<file path="src/rtl/hawk_pkg.sv">
// Shared types and defaults for the hawk AXI master arbiter.
// Arbiter states and default sizing for the outstanding counters and the grant quota.
package hawk_pkg;

  typedef enum logic [1:0] {
    GRANT  = 2'd0,
    DRAIN  = 2'd1,
    SWITCH = 2'd2
  } arb_state_t;

  localparam int HAWK_ARB_CNT_W = 4;
  localparam int HAWK_ARB_QUOTA = 8;

endpackage

</file>
<file path="src/rtl/hawk_txn_counter.sv">
// Up/down outstanding-transaction counter: saturates at all-ones, holds at zero and
// flags an underflow whenever a decrement arrives with nothing outstanding.
module hawk_txn_counter #(
  parameter int CNT_W = 4
) (
  input  logic             clk_i,
  input  logic             rst_i,
  input  logic             inc_i,
  input  logic             dec_i,
  output logic [CNT_W-1:0] cnt_o,
  output logic [CNT_W-1:0] cnt_nxt_o,
  output logic             at_max_o,
  output logic             underflow_o
);

  localparam logic [CNT_W-1:0] CNT_MAX = {CNT_W{1'b1}};
  localparam logic [CNT_W-1:0] CNT_ONE = CNT_W'(1'b1);

  logic [CNT_W-1:0] cnt_r;
  logic [CNT_W-1:0] cnt_nxt_s;
  logic             underflow_s;

  // Next-count computation with saturation at both ends.
  always_comb begin
    cnt_nxt_s   = cnt_r;
    underflow_s = 1'b0;
    if (inc_i && !dec_i) begin
      if (cnt_r != CNT_MAX) begin
        cnt_nxt_s = cnt_r + CNT_ONE;
      end else begin
        cnt_nxt_s = cnt_r;
      end
    end else if (dec_i && !inc_i) begin
      if (cnt_r != {CNT_W{1'b0}}) begin
        cnt_nxt_s = cnt_r - CNT_ONE;
      end else begin
        underflow_s = 1'b1;
      end
    end else begin
      cnt_nxt_s = cnt_r;
    end
  end

  // Count register.
  always_ff @(posedge clk_i) begin
    if (rst_i) begin
      cnt_r <= {CNT_W{1'b0}};
    end else begin
      cnt_r <= cnt_nxt_s;
    end
  end

  assign cnt_o       = cnt_r;
  assign cnt_nxt_o   = cnt_nxt_s;
  assign at_max_o    = (cnt_r == CNT_MAX);
  assign underflow_o = underflow_s;

endmodule

</file>
<file path="src/rtl/hawk_axi_mstr_arbiter.sv">
// Two-master crossbar select: round-robin with a per-grant quota, switching only once
// every outstanding write and read on the shared path has completed.
module hawk_axi_mstr_arbiter
  import hawk_pkg::*;
#(
  parameter int CNT_W        = HAWK_ARB_CNT_W,
  parameter int QUOTA        = HAWK_ARB_QUOTA,
  parameter bit DEFAULT_MSTR = 1'b0
) (
  input  logic clk_i,
  input  logic rst_i,
  input  logic mstr0_req_i,
  input  logic mstr1_req_i,
  input  logic aw_hs_i,
  input  logic ar_hs_i,
  input  logic b_hs_i,
  input  logic r_last_hs_i,
  output logic mstr_sel_o,
  output logic aw_en_o,
  output logic ar_en_o,
  output logic busy_o,
  output logic err_o
);

  localparam int               TXN_W   = $clog2(QUOTA + 1);
  localparam logic [TXN_W:0]   QUOTA_L = (TXN_W + 1)'(QUOTA);

  arb_state_t       state_r;
  arb_state_t       state_nxt_s;
  logic             mstr_sel_r;
  logic             err_r;
  logic [TXN_W-1:0] txn_cnt_r;
  logic [TXN_W-1:0] txn_nxt_s;
  logic [TXN_W:0]   txn_sum_s;
  logic             quota_hit_s;
  logic             own_req_s;
  logic             peer_req_s;
  logic             err_set_s;

  logic [CNT_W-1:0] wr_cnt_s, wr_nxt_s, rd_cnt_s, rd_nxt_s;
  logic             wr_max_s, rd_max_s, wr_uf_s, rd_uf_s;

  hawk_txn_counter #(.CNT_W(CNT_W)) u_wr_cnt (
    .clk_i       (clk_i),
    .rst_i       (rst_i),
    .inc_i       (aw_hs_i),
    .dec_i       (b_hs_i),
    .cnt_o       (wr_cnt_s),
    .cnt_nxt_o   (wr_nxt_s),
    .at_max_o    (wr_max_s),
    .underflow_o (wr_uf_s)
  );

  hawk_txn_counter #(.CNT_W(CNT_W)) u_rd_cnt (
    .clk_i       (clk_i),
    .rst_i       (rst_i),
    .inc_i       (ar_hs_i),
    .dec_i       (r_last_hs_i),
    .cnt_o       (rd_cnt_s),
    .cnt_nxt_o   (rd_nxt_s),
    .at_max_o    (rd_max_s),
    .underflow_o (rd_uf_s)
  );

  // Enables and status decode only from registered state, never from inputs.
  assign aw_en_o    = (state_r == GRANT) && !wr_max_s;
  assign ar_en_o    = (state_r == GRANT) && !rd_max_s;
  assign busy_o     = (wr_cnt_s != {CNT_W{1'b0}}) || (rd_cnt_s != {CNT_W{1'b0}});
  assign mstr_sel_o = mstr_sel_r;
  assign err_o      = err_r;

  assign own_req_s  = mstr_sel_r ? mstr1_req_i : mstr0_req_i;
  assign peer_req_s = mstr_sel_r ? mstr0_req_i : mstr1_req_i;
  assign err_set_s  = wr_uf_s | rd_uf_s | (aw_hs_i & ~aw_en_o) | (ar_hs_i & ~ar_en_o);

  // Saturating quota count; the yield decision uses the post-update value so the
  // handshake that reaches the quota is the last one of the grant.
  always_comb begin
    txn_sum_s = {1'b0, txn_cnt_r} + {{TXN_W{1'b0}}, aw_hs_i} + {{TXN_W{1'b0}}, ar_hs_i};
    if (txn_sum_s >= QUOTA_L) begin
      txn_nxt_s = QUOTA_L[TXN_W-1:0];
    end else begin
      txn_nxt_s = txn_sum_s[TXN_W-1:0];
    end
    quota_hit_s = (txn_nxt_s == QUOTA_L[TXN_W-1:0]);
  end

  // Next-state logic.
  always_comb begin
    state_nxt_s = state_r;
    case (state_r)
      GRANT: begin
        if (peer_req_s && (quota_hit_s || !own_req_s)) begin
          state_nxt_s = DRAIN;
        end else begin
          state_nxt_s = GRANT;
        end
      end
      DRAIN: begin
        if ((wr_nxt_s == {CNT_W{1'b0}}) && (rd_nxt_s == {CNT_W{1'b0}})) begin
          state_nxt_s = SWITCH;
        end else begin
          state_nxt_s = DRAIN;
        end
      end
      SWITCH:  state_nxt_s = GRANT;
      default: state_nxt_s = GRANT;
    endcase
  end

  // State, select, quota and sticky error registers.
  always_ff @(posedge clk_i) begin
    if (rst_i) begin
      state_r    <= GRANT;
      mstr_sel_r <= DEFAULT_MSTR;
      txn_cnt_r  <= {TXN_W{1'b0}};
      err_r      <= 1'b0;
    end else begin
      state_r <= state_nxt_s;
      if ((state_r == DRAIN) && (state_nxt_s == SWITCH)) begin
        mstr_sel_r <= ~mstr_sel_r;
      end else begin
        mstr_sel_r <= mstr_sel_r;
      end
      txn_cnt_r <= (state_r == SWITCH) ? {TXN_W{1'b0}} : txn_nxt_s;
      err_r     <= err_r | err_set_s;
    end
  end

endmodule

</file>
<file path="config.mk">
export PLATFORM = sky130hd
export DESIGN_NAME = hawk_axi_mstr_arbiter
export DESIGN_NICKNAME = d
export VERILOG_FILES = /design/src/rtl/hawk_pkg.sv /design/src/rtl/hawk_txn_counter.sv /design/src/rtl/hawk_axi_mstr_arbiter.sv
export SDC_FILE = /design/constraint.sdc
export NUM_CORES = 1
export LEC_CHECK = 0
export ABC_AREA = 1
export CAP_MARGIN = 40
export CORE_MARGIN = 5
export CORE_UTILIZATION = 50
export DETAILED_ROUTE_END_ITERATION = 12
export GPL_TIMING_DRIVEN = 0
export PLACE_DENSITY_LB_ADDON = 0.25
export SLEW_MARGIN = 20
export SYNTH_ARGS = -nofsm -noshare
export SYNTH_HDL_FRONTEND = slang
export SYNTH_HIERARCHICAL = 1
export SYNTH_SLANG_ARGS = --single-unit
export TNS_END_PERCENT = 1
</file>
<file path="constraint.sdc">
create_clock -name clk_i -period 2 [get_ports clk_i]
set_clock_uncertainty 0.15 [all_clocks]
set_input_delay 0.6 -clock clk_i [delete_from_list [all_inputs] [get_ports clk_i]]
set_output_delay 0.6 -clock clk_i [all_outputs]
set_load 0.1 [all_outputs]
</file>
==> summary.md <==
| Metric | Value |
|---|---|
| Switching part of the total | `0.419` |
| Tot GR Track Use | `0.162` |
| Die height | `60.3 um` |
| Post-route minimum period | `2.07 ns` |
| Final Cell Area | `1710 sq um` |
| Pleak | `0.000861 uW` |
| Most frequent cells in the layout | `29 x nand2_1, 28 x inv_1, 26 x nor2_1` |
| Worst setup SP type | `flop` |
| Synth Register Bits | `16` |
| Grt total ovfl | `0` |
| Number of max-cap violations | `0` |
| Crit path max-delay cell type | `dfxtp_4` |
| Worst stage delay on the critical path | `0.39 ns` |
| Layout area overhead | `35.0%` |
| Power per standard cell area | `709 nW/um^2` |
| CTS Sinks | `16` |
| CP endpoint kind | `output pin` |
| Core Area | `2450 sq um` |
| Final period util | `1.04` |
| Drt pass-1 iters | `4` |
| Share of cells above drive strength 1 | `0.344` |
| Status | `complete, but fails checks` |
| Final setup viols | `3` |
| Initial antenna violation count | `0` |
| Syn Nets | `202` |
| Via count | `1191` |
| Final hold vios | `0` |
| Failing checks | `negative setup slack` |
| Logic pwr share | `0.483` |
| Tightest Hold Check Type | `flop to flop` |
| GP Congestion | `0.849` |
| CP max FO | `7` |
| FP Rows | `18` |
| Final std cells w/o fill | `239` |
| Clock Latency Late Sink | `0.30 ns` |
| DP Wirelength | `2050 um` |
| Die X | `60.3 um` |
| Post-Route WL | `2890 um` |
| Vias in the first global route | `1056` |
| Synth Cell Area | `1260 sq um` |
| Sw power | `508 uW` |
| Synth warn | `6` |
| Clock transition at the registers of the reported paths | `0.10 ns` |
| # IOs | `13` |
| PortBufs | `12` |
| CTS tree | `yes` |
| Cell family with most CP delay | `flip-flops` |
| Post-DR wirelength/cell | `12.1 um` |
| DRC viols | `0` |
| Diode count | `0` |
| Slew @ Worst Pin | `0.476 ns` |
| Initial DRC count | `49` |
| First-pass GRT wire length | `4410 um` |
| Reg power frac | `0.336` |
| Buf/Inv on CP | `2` |
| Sequential area share after synthesis | `0.253` |
| Fin. max-slew vios | `0` |
| Synth cell types | `27` |
| Post-route antenna net violation count | `0` |
| DR vias/cell | `4.98` |
| Biggest area consumer among synthesized cells | `dfxtp_1` |
| Most common cell after layout, fill and taps aside | `nand2_1` |
| Clk network pwr share | `0.180` |
| Final worst slack | `-0.0725 ns` |
| Yosys top cell area share | `0.253` |
| Root buf cell | `clkbuf_4` |
| Initial core utilization | `0.515` |
| Worst VDD drop | `0.708 mV` |
| F_max | `483 MHz` |
| Critical path arrival | `1.32 ns` |
| CP Data Required Time | `1.25 ns` |
| Critical path type | `flop to output pin` |
| Worst-case clock buffer depth | `2` |
| Die ar. | `3630 sq um` |
| Cells after Synth | `188` |
| Average cell area after synthesis | `6.72 sq um` |
| RSZ-0062 raised after global routing | `yes` |
| Relative slew slack | `0.681` |
| Placed inst area | `1500 sq um` |
| Largest net degree at the start of global routing | `13` |
| Nets | `224` |
| Top cells by area, synth | `dfxtp_1 25%, inv_1 10%, nand2_1 9.8%, nor2_1 7.7%, nand3_1 5.1%` |
| DP Cell Count | `235` |
| CTS buffer count | `3` |
| H-tree Lvls | `1` |
| Int Pwr | `703 uW` |
| CP cell instances | `ha_4, nand3_4, inv_4, nor2_4, buf_12` |
[power by group through the flow]
stage | clock [uW] | sequential (uW) | combinational, uW
4_1_cts | 221 | 395 | 532
2_1_floorplan | 0 | 414 | 357
6_report | 218 | 407 | 585
3_5_place_dp | 0 | 397 | 523
3_3_place_gp | 0 | 395 | 463
5_1_grt | 239 | 411 | 634
[cells in the mapped netlist]
cell type	count
inv_1	35
nand2_1	33
nor2_1	26
dfxtp_1	16
nand3_1	13
nand2_2	8
ha_1	5
inv_2	5
nor2_2	5
o21ai_1	5
xnor2_1	5
a21oi_1	4
xor2_1	4
buf_6	2
clkinv_2	2
inv_4	2
nand2_4	2
nand3_2	2
nand3_4	2
nand4_1	2
nor2_8	2
nor4_1	2
or2_0	2
a21oi_2	1
fa_1	1
nor3_1	1
o21ai_0	1
[worst paths after layout]
path | from | to | slack, ns | depth (start not counted)
max | u_wr_cnt/cnt_o[1]$_SDFF_PP0_ | aw_en_o | -0.07 | 5
min | mstr_sel_o$_SDFFE_PP0P_ | mstr_sel_o$_SDFFE_PP0P_ | 0.40 | 2
max reg2reg | u_wr_cnt/cnt_o[0]$_SDFF_PP0_ | mstr_sel_o$_SDFFE_PP0P_ | 0.05 | 15
min reg2reg | mstr_sel_o$_SDFFE_PP0P_ | mstr_sel_o$_SDFFE_PP0P_ | 0.40 | 2
[worst min-delay path, delay by kind of cell, from the launching register on]
family | cells | cell delay (ns)
compound gates | 1 | 0.12
simple gates | 1 | 0.05
flops | 1 | 0.35
[registers in the layout (all words and copies together), names as in the netlist]
signal / flops
txn_cnt_r: 4
u_wr_cnt/cnt_o: 4
state_r: 2
err_o: 1
u_rd_cnt/cnt_o: 4
mstr_sel_o: 1
[layer usage]
metal  share of wire  vias up  global-route usage
met5               0        -                   0
met4           0.019        0              0.0665
met3           0.048        8              0.0410
met2            0.52       36               0.276
met1            0.41      543               0.190
li1                -      604                   -
[logic make-up (layout without fill, tap and decap cells)]
logic type	after synthesis	after routing	synth area share
fa+ha+maj	6	6	0.0653
compound gates	11	11	0.0465
xor+xnor	9	9	0.0624
simple gates	100	100	0.418
buf+inv	46	67	0.154
flops	16	16	0.253
[metrics by stage]
step	hold slack, ns	worst slack (ns)	TNS [ns]	total power (uW)	util
floorplan	0.363	-0.282	-0.338	772	-
global placement	0.381	-0.801	-7.27	858	0.581
detailed placement	0.381	-0.753	-6.17	920	0.612
CTS	0.398	-0.145	-0.519	1150	0.636
global route	0.434	-0.124	-0.535	1280	0.695
finish	0.398	-0.0725	-0.132	1210	0.695
[final cells by class]
type                       instances  area [sq um]
timing repair buffer              17           210
buffer                             2          22.5
inverter                          44           178
fill                             198           748
multi-input combinational        126           888
clock buffer                       4          36.3
sequential                        16           334
tap                               30          37.5
[what timing repair did]
item | 4_1_cts | 5_1_grt
hold buffers | 0 | 0
setup buffers | 0 | 3
pin swaps | 0 | 14
endpoints found under the hold margin | 0 | 0
setup endpoints to repair | 12 | 10
resized for setup | 29 | 33
Power figures use the tool's default switching activity.
